**src/rtl/ss_window_decoder_if.sv**
```systemverilog
// ss_window_decoder_if: stream-in / result-out bundle for ss_window_decoder (master = producer side, slave = decoder)
interface ss_window_decoder_if #(
  parameter int WIN_LOG2 = 8
);
  logic                START;
  logic                EN;
  logic                IN;
  logic                SIGN_IN;
  logic                BUSY;
  logic                VALID;
  logic [WIN_LOG2+1:0] VALUE;
  modport master (output START, EN, IN, SIGN_IN, input BUSY, VALUE, VALID);
  modport slave  (input START, EN, IN, SIGN_IN, output BUSY, VALUE, VALID);
endinterface

```
**src/rtl/ss_window_decoder.sv**
```systemverilog
// ss_window_decoder: integrates a sign-magnitude stochastic stream over 2^WIN_LOG2 enabled samples into a signed VALUE with a VALID strobe; ports CLK, INIT (sync reset), bus (START/EN/IN/SIGN_IN in, BUSY/VALUE/VALID out)
module ss_window_decoder #(
  parameter int WIN_LOG2   = 8,
  parameter bit CONTINUOUS = 1'b0
) (
  input logic                 CLK,
  input logic                 INIT,
  ss_window_decoder_if.slave  bus
);
  localparam int W = WIN_LOG2 + 2;
  typedef enum logic {IDLE, RUN} state_t;
  state_t                state_q, state_d;
  logic signed [W-1:0]   acc_q, acc_d, acc_n, value_q, value_d;
  logic [WIN_LOG2-1:0]   cnt_q, cnt_d;
  logic                  valid_q, valid_d, last, run;
  always_comb begin
    run     = state_q == RUN;
    last    = run && bus.EN && cnt_q == '1;
    acc_n   = !bus.IN ? acc_q : bus.SIGN_IN ? acc_q - W'(1) : acc_q + W'(1);
    state_d = !run ? ((CONTINUOUS || bus.START) ? RUN : IDLE) : ((last && !CONTINUOUS) ? IDLE : RUN);
    acc_d   = (!run || last) ? '0 : bus.EN ? acc_n : acc_q;
    cnt_d   = !run ? '0 : cnt_q + WIN_LOG2'(bus.EN);
    valid_d = last;
    value_d = last ? acc_n : value_q;
  end
  always_ff @(posedge CLK) begin
    if (INIT) begin
      state_q <= IDLE;
      acc_q   <= '0;
      cnt_q   <= '0;
      value_q <= '0;
      valid_q <= 1'b0;
    end else begin
      state_q <= state_d;
      acc_q   <= acc_d;
      cnt_q   <= cnt_d;
      value_q <= value_d;
      valid_q <= valid_d;
    end
  end
  assign bus.BUSY  = state_q == RUN;
  assign bus.VALUE = value_q;
  assign bus.VALID = valid_q;
endmodule

```
**src/flat_wrapper.sv**
```systemverilog
// flat-port wrapper written by rule: the top's interface ports become plain ports
module ss_window_decoder_flat 
#(
  parameter int WIN_LOG2   = 8,
  parameter bit CONTINUOUS = 1'b0
)
  (CLK, INIT, bus_START, bus_EN, bus_IN, bus_SIGN_IN, bus_BUSY, bus_VALUE, bus_VALID);
  ss_window_decoder_if #(.WIN_LOG2(WIN_LOG2)) bus_i ();
  input logic CLK;
  input logic INIT;
  input wire logic [$bits(bus_i.START)-1:0] bus_START;
  input wire logic [$bits(bus_i.EN)-1:0] bus_EN;
  input wire logic [$bits(bus_i.IN)-1:0] bus_IN;
  input wire logic [$bits(bus_i.SIGN_IN)-1:0] bus_SIGN_IN;
  output wire logic [$bits(bus_i.BUSY)-1:0] bus_BUSY;
  output wire logic [$bits(bus_i.VALUE)-1:0] bus_VALUE;
  output wire logic [$bits(bus_i.VALID)-1:0] bus_VALID;
  assign bus_i.START = bus_START;
  assign bus_i.EN = bus_EN;
  assign bus_i.IN = bus_IN;
  assign bus_i.SIGN_IN = bus_SIGN_IN;
  assign bus_BUSY = bus_i.BUSY;
  assign bus_VALUE = bus_i.VALUE;
  assign bus_VALID = bus_i.VALID;
  ss_window_decoder #(.WIN_LOG2(WIN_LOG2), .CONTINUOUS(CONTINUOUS)) u_core (.CLK(CLK), .INIT(INIT), .bus(bus_i));
endmodule
```
**config.mk**
```make
export PLATFORM = sky130hd
export DESIGN_NAME = ss_window_decoder_flat
export DESIGN_NICKNAME = d
export VERILOG_FILES = /design/src/rtl/ss_window_decoder_if.sv /design/src/rtl/ss_window_decoder.sv /design/src/flat_wrapper.sv
export SDC_FILE = /design/constraint.sdc
export NUM_CORES = 1
export LEC_CHECK = 0
export ABC_CLOCK_PERIOD_IN_PS = 2950
export CAP_MARGIN = 5
export CORE_MARGIN = 1
export CORE_UTILIZATION = 55
export DETAILED_ROUTE_END_ITERATION = 8
export HOLD_SLACK_MARGIN = 0.02
export PLACE_DENSITY = 0.83
export SLEW_MARGIN = 20
export SYNTH_ARGS = -nofsm -noshare
export SYNTH_HDL_FRONTEND = slang
export SYNTH_SLANG_ARGS = --single-unit
```
**constraint.sdc**
```tcl
create_clock -name CLK -period 2.95 [get_ports CLK]
set_input_delay 0.59 -clock CLK [delete_from_list [all_inputs] [get_ports CLK]]
set_output_delay 0.59 -clock CLK [all_outputs]
set_load 0.05 [all_outputs]
```
# ---- Yosys cells after proc, flatten, opt, wreduce, memory -nomap -nowiden
# Index checks and enable logic that the tools add are counted.
# W data, S select, Z words.
dict set report classes {
  addsub 3
  eq_ne 1
  mux 5
  bitwise_logic 1
  n_reduce_logical 6
}
# operator count
set ops {}
lappend ops {{$mux W10} 2}
lappend ops {{$add A10 B2 Y10 const B} 1}
lappend ops {{$sub A10 B2 Y10 const B} 1}
lappend ops {{$add A8 B1 Y8} 1}
lappend ops {{$eq A8 B8 Y1 const B} 1}
lappend ops {{$reduce_or A2 Y1} 2}
lappend ops {{$mux W1} 3}
lappend ops {{$logic_and A1 B1 Y1} 2}
lappend ops {{$logic_not A1 Y1} 1}
lappend ops {{$logic_or A1 B1 Y1} 1}
lappend ops {{$not A1 Y1} 1}
dict set report word_totals {
  reg_bits 30
  in_bits 6
  word_cells 21
}

# ---- Longest topological paths before layout
dict set report depth {
  depth_word 4
  mapped_depth 8
  mapped_depth_nobuf 7
}

# ---- Worst setup path before layout
# OpenSTA, ideal clock, no wires.
dict set report synth_timing {
  path_kind {in2reg}
  startpoint {input bus_SIGN_IN}
  endpoint {register u_core.value_q[8] (netlist: u_core.bus.VALUE[8])}
  setup_ns 0.124
  arrival_time_ns 2.262
  slack_ns 0.564
  path_stages 7
  cell_sequence {fa_1 a21o_1 a21o_1 a32o_1 or3_1 a211oi_1 nor4_1}
}
dict set report synth_between {
  elab_chain_len 2
}
# element line_no
set synth_rtl {}
lappend synth_rtl {{start: declaration} flat_wrapper.sv:14} ;# input wire logic [$bits(bus_i.SIGN_IN)-1:0] bus_SIGN_IN;
lappend synth_rtl {{$mux W10 (2 in series)} ss_window_decoder.sv:19} ;# acc_n = !bus.IN ? acc_q : bus.SIGN_IN ? acc_q - W'(1) : acc_q + W'(1);
lappend synth_rtl {{end signal: assignment} ss_window_decoder.sv:37} ;# value_q <= value_d;
lappend synth_rtl {{end: declaration} ss_window_decoder.sv:13} ;# logic signed [W-1:0] acc_q, acc_d, acc_n, value_q, value_d;
# No other way between the ends.
# A chain may end at the register's enable or synchronous reset.

# ---- Worst setup path in the final report
dict set report layout_timing {
  startpoint {input bus_SIGN_IN}
  endpoint {register u_core.acc_q[9]}
}
dict set report layout_between {
  elab_chain_len 2
}
# element line_no
set layout_rtl {}
lappend layout_rtl {{$mux W10 (2 in series)} ss_window_decoder.sv:19}
lappend layout_rtl {{end signal: assignment} ss_window_decoder.sv:29} ;# acc_q <= '0;
lappend layout_rtl {{end signal: assignment} ss_window_decoder.sv:35} ;# acc_q <= acc_d;
lappend layout_rtl {{end: declaration} ss_window_decoder.sv:13}
# No other way between the ends.

==> flow_summary_export.csv <==
group,metric,value,unit
status,status,"complete, no violations",
clock_network,cts_tree,"done",
finish,fill_cells,210,
timing,max_freq,411.7,MHz
timing,fin_hold_ws,0.4892,ns
clock_network,cts_made_buffers,5,
die,die_x,56.07,µm
route,dr.pass1.iters,4,
worst_hold_path,hold_depth,2,
finish,layout.cells.non_filler,245,
route,route.detailed.drc,0,
die,num_rows,19,
route,routed-via-count,1436,
timing,fin_crit_sh,82.35,%
finish,drive_gt1_share,14.49,%
timing,hold_violations,0,
clock_network,cts_setup_buffers,0,
job,cap_violations,0,
die,start_util,58.30,%
pwr,pwr-share-clk,32.9,%
worst_setup_path,crit_family,"simple AND/OR/NAND/NOR gates",
worst_setup_path,regToRegEndpoint,"u_core.bus.VALUE[8]",
die,die_h,56.07,µm
worst_setup_path,r2r-start,"u_core.acc_q[0]",
worst_setup_path,crit_required,3.22,ns
clock_network,path_clk_slew,0.09,ns
grt,overflow,0,
worst_setup_path,critPathMaxStageDelay,0.50,ns
timing,slew_headroom,66.32,%
pwr,p_int,0.0005761,W
worst_setup_path,critical_path_buf_inv_count,2,
die,die_area,3143,µm²
finish,n_antenna_cell,0,
grt,grt_pass1_vias,1444,
timing,finalSetupViolCount,0,
grt,grt_pass1_wl,6444,µm
route,final_antenna_net_count,0,
pwr,peakVddDrop,0.3941,mV
pwr,p_sw,0.0002112,W
worst_setup_path,critPathKind,"input pin to flip-flop",
clock_network,clockBufferDepth,2,
worst_setup_path,cp_cell_sequence,"dlymetal6s2s_1 -> buf_4 -> ha_1 -> o21ai_0 -> o21bai_1 -> and3_2 -> o21a_1 -> or4_1 -> a21oi_1",
timing,worst_slew_pin_slew,0.5036,ns
timing,setup_tns,0,ns
yosys,syn_area_per_cell,8.932,µm²
worst_setup_path,crit_path_top_delay_cell,"or4_1",
timing,slew_violations,0,
finish,final_nets,230,
clock_network,cts-htree-levels,2,
yosys,synth-warning-count,0,
finish,areaGrowthSynthToFinish,21.40,%
route,wire_per_inst,15.29,µm
placement,dp_hpwl,2809,µm
pwr,p_total,0.0007873,W
placement,globalplace.congestion,0.8724,
pwr,pwr-share-comb,14.3,%
pwr,p_leak,0.8215,nW
pwr,p_sw_share,26.82,%
finish,multi_input_area,963.4,µm²
worst_hold_path,hold_end,"u_core.bus.VALUE[2]",
grt,antenna_found_initial,0,
worst_setup_path,r2r_slack,0.69,ns
worst_setup_path,setup.worst_path.end_class,"flip-flop",
route,drt-initial-drc-count,51,
route,viasPerCell,5.861,
yosys,syn_nets,197,
worst_setup_path,r2r_cells,7,
finish,final_common_cell,"dfxtp_1",
grt,grt_util_all_layers,26.46,%
pwr,p_per_area,403.4,nW/µm²
die,core_area,2758,µm²
yosys,ys_seq_elements,30,
grt,grt_max_degree,16,
timing,finClkSkew,0.01890,ns
clock_network,root_buffer,"clkbuf_4",
clock_network,clock_latency,0.34,ns
timing,rsz0062_at_grt,"false",
yosys,ys_seq_area_share,37.35,%
worst_hold_path,worstHoldStart,"u_core.bus.VALUE[2]",
placement,placement.io_buffers,17,
finish,seq_area,600.6,µm²
yosys,syn_inst,180,
yosys,synthDistinctLibCells,42,
worst_setup_path,critPathLaunchType,"input pin",
placement,dp_cells,237,
worst_hold_path,hp-class,"flip-flop to flip-flop",
clock_network,clock-sinks,30,
die,boundaryPins,18,
route,wl,3747,µm
finish,mostFrequentLayoutCells,"dfxtp_1, nor2_1, clkdlybuf4s50_1",
worst_setup_path,cp.arrival,2.70,ns
worst_setup_path,critPathMaxFanout,6,
pwr,seq_power_share,52.8,%
timing,period_minus_slack,2.429,ns
yosys,synth_area,1608,µm²
clock_network,postCtsHoldBufs,0,
cell type report:
type | instances | share of cell area [%]
repair buffers | 32 | 14.62
clock inverters | 1 | 0.2564
well taps | 31 | 1.987
inverters | 1 | 0.1923
multi-input cells | 143 | 49.36
flip-flops and latches | 30 | 30.77
clock buffers | 7 | 2.821
power groups by stage:
| stage | Clock, W | Combinational [W] | Sequential (W) |
|---|---|---|---|
| after floorplan | 0 | 0.0000675 | 0.000426 |
| after global placement | 0 | 0.000107 | 0.000424 |
| after detailed placement | 0 | 0.000111 | 0.000425 |
| after CTS | 0.000263 | 0.000112 | 0.000415 |
| after global routing | 0.000277 | 0.000124 | 0.000416 |
| final | 0.000259 | 0.000113 | 0.000415 |
kinds of logic (layout without fill, tap and decap cells):
group	count (synthesis)	in the layout	share of synthesized area, %
DFF	30	30	37.35
xor gates and xnor gates	13	13	7.082
buffers and inverters	7	41	2.724
and+or+nand+nor	72	72	22.96
muxes	5	5	3.113
adders and majority gates	11	11	9.027
AOI/OAI and AO/OA	42	42	17.74
per-stage QoR:
step | area (µm²) | worst slack (ns) | utilization (%)
after global routing | 1952 | 0.3955 | 70.78
final | 1952 | 0.5208 | 70.78
after floorplan | 1608 | 0.5641 | -
after global placement | 1889 | -0.09678 | 68.51
after CTS | 1949 | 0.1587 | 70.69
after detailed placement | 1889 | -0.2011 | 68.51
worst reg2reg max path, stage by stage (launching register included):
cell	delay, ns
dfxtp_1	0.40
fa_1	0.44
a21o_1	0.19
a21o_1	0.20
a32o_1	0.26
or3_1	0.33
a211oi_1	0.24
nor4_1	0.08
flip-flops by register name (all words and copies together) (netlist names):
signal            flops
u_core.cnt_q          8
u_core.acc_q         10
u_core.bus.VALUE     10
u_core.bus.BUSY       1
u_core.bus.VALID      1
how the worst max path moves through the flow:
stage	start	to	slack, ns	cells past startpoint
after floorplan	bus_SIGN_IN	u_core.bus.VALUE[8]	0.56	7
after global placement	bus_SIGN_IN	u_core.bus.VALUE[8]	-0.1	8
after detailed placement	bus_SIGN_IN	u_core.acc_q[9]	-0.20	9
after CTS	bus_SIGN_IN	u_core.acc_q[9]	0.16	9
after global routing	bus_SIGN_IN	u_core.acc_q[9]	0.40	9
final	bus_SIGN_IN	u_core.acc_q[9]	0.52	9
cell usage after synthesis (all sizes together):
library cell | number | area, µm²
xnor2 | 8 | 70.07
inv | 1 | 3.750
nor2 | 24 | 90.09
fa | 1 | 20.02
o21bai | 2 | 15.01
clkbuf | 2 | 7.510
and3 | 4 | 27.52
nor4 | 1 | 6.260
ha | 10 | 125.1
or4 | 1 | 7.510
and4 | 3 | 28.78
dfxtp | 30 | 600.6
xor2 | 5 | 43.79
o21ai | 4 | 20.01
and2 | 5 | 31.28
mux2i | 5 | 50.05
a21o | 5 | 38.79
nand2 | 15 | 58.81
o21a | 1 | 7.510
or3 | 2 | 12.51
nor3 | 6 | 30.03
nand3 | 5 | 25.02
a221oi | 1 | 15.01
nor4b | 1 | 8.760
nor2b | 1 | 6.260
o22ai | 1 | 6.260
a32o | 1 | 10.01
a21oi | 13 | 65.06
o31ai | 2 | 15.01
buf | 4 | 32.53
and4b | 1 | 11.26
nand2b | 1 | 6.260
nand4 | 2 | 18.77
o31a | 1 | 10.01
a211oi | 11 | 82.58
per-layer routing:
metal | vias up | share of wire [%] | global-route usage, %
met4 | 0 | 1.7 | 10.45
met5 | - | 0 | 0
met2 | 37 | 49 | 45.41
met3 | 6 | 4.1 | 6.279
met1 | 675 | 45 | 31.76
li1 | 718 | - | -
timing repair:
item                                    CTS  global route
hold endpoints to repair                  0             0
endpoints found under the setup margin    0             1
gates resized for setup                   0             1
Power figures use the tool's default switching activity.
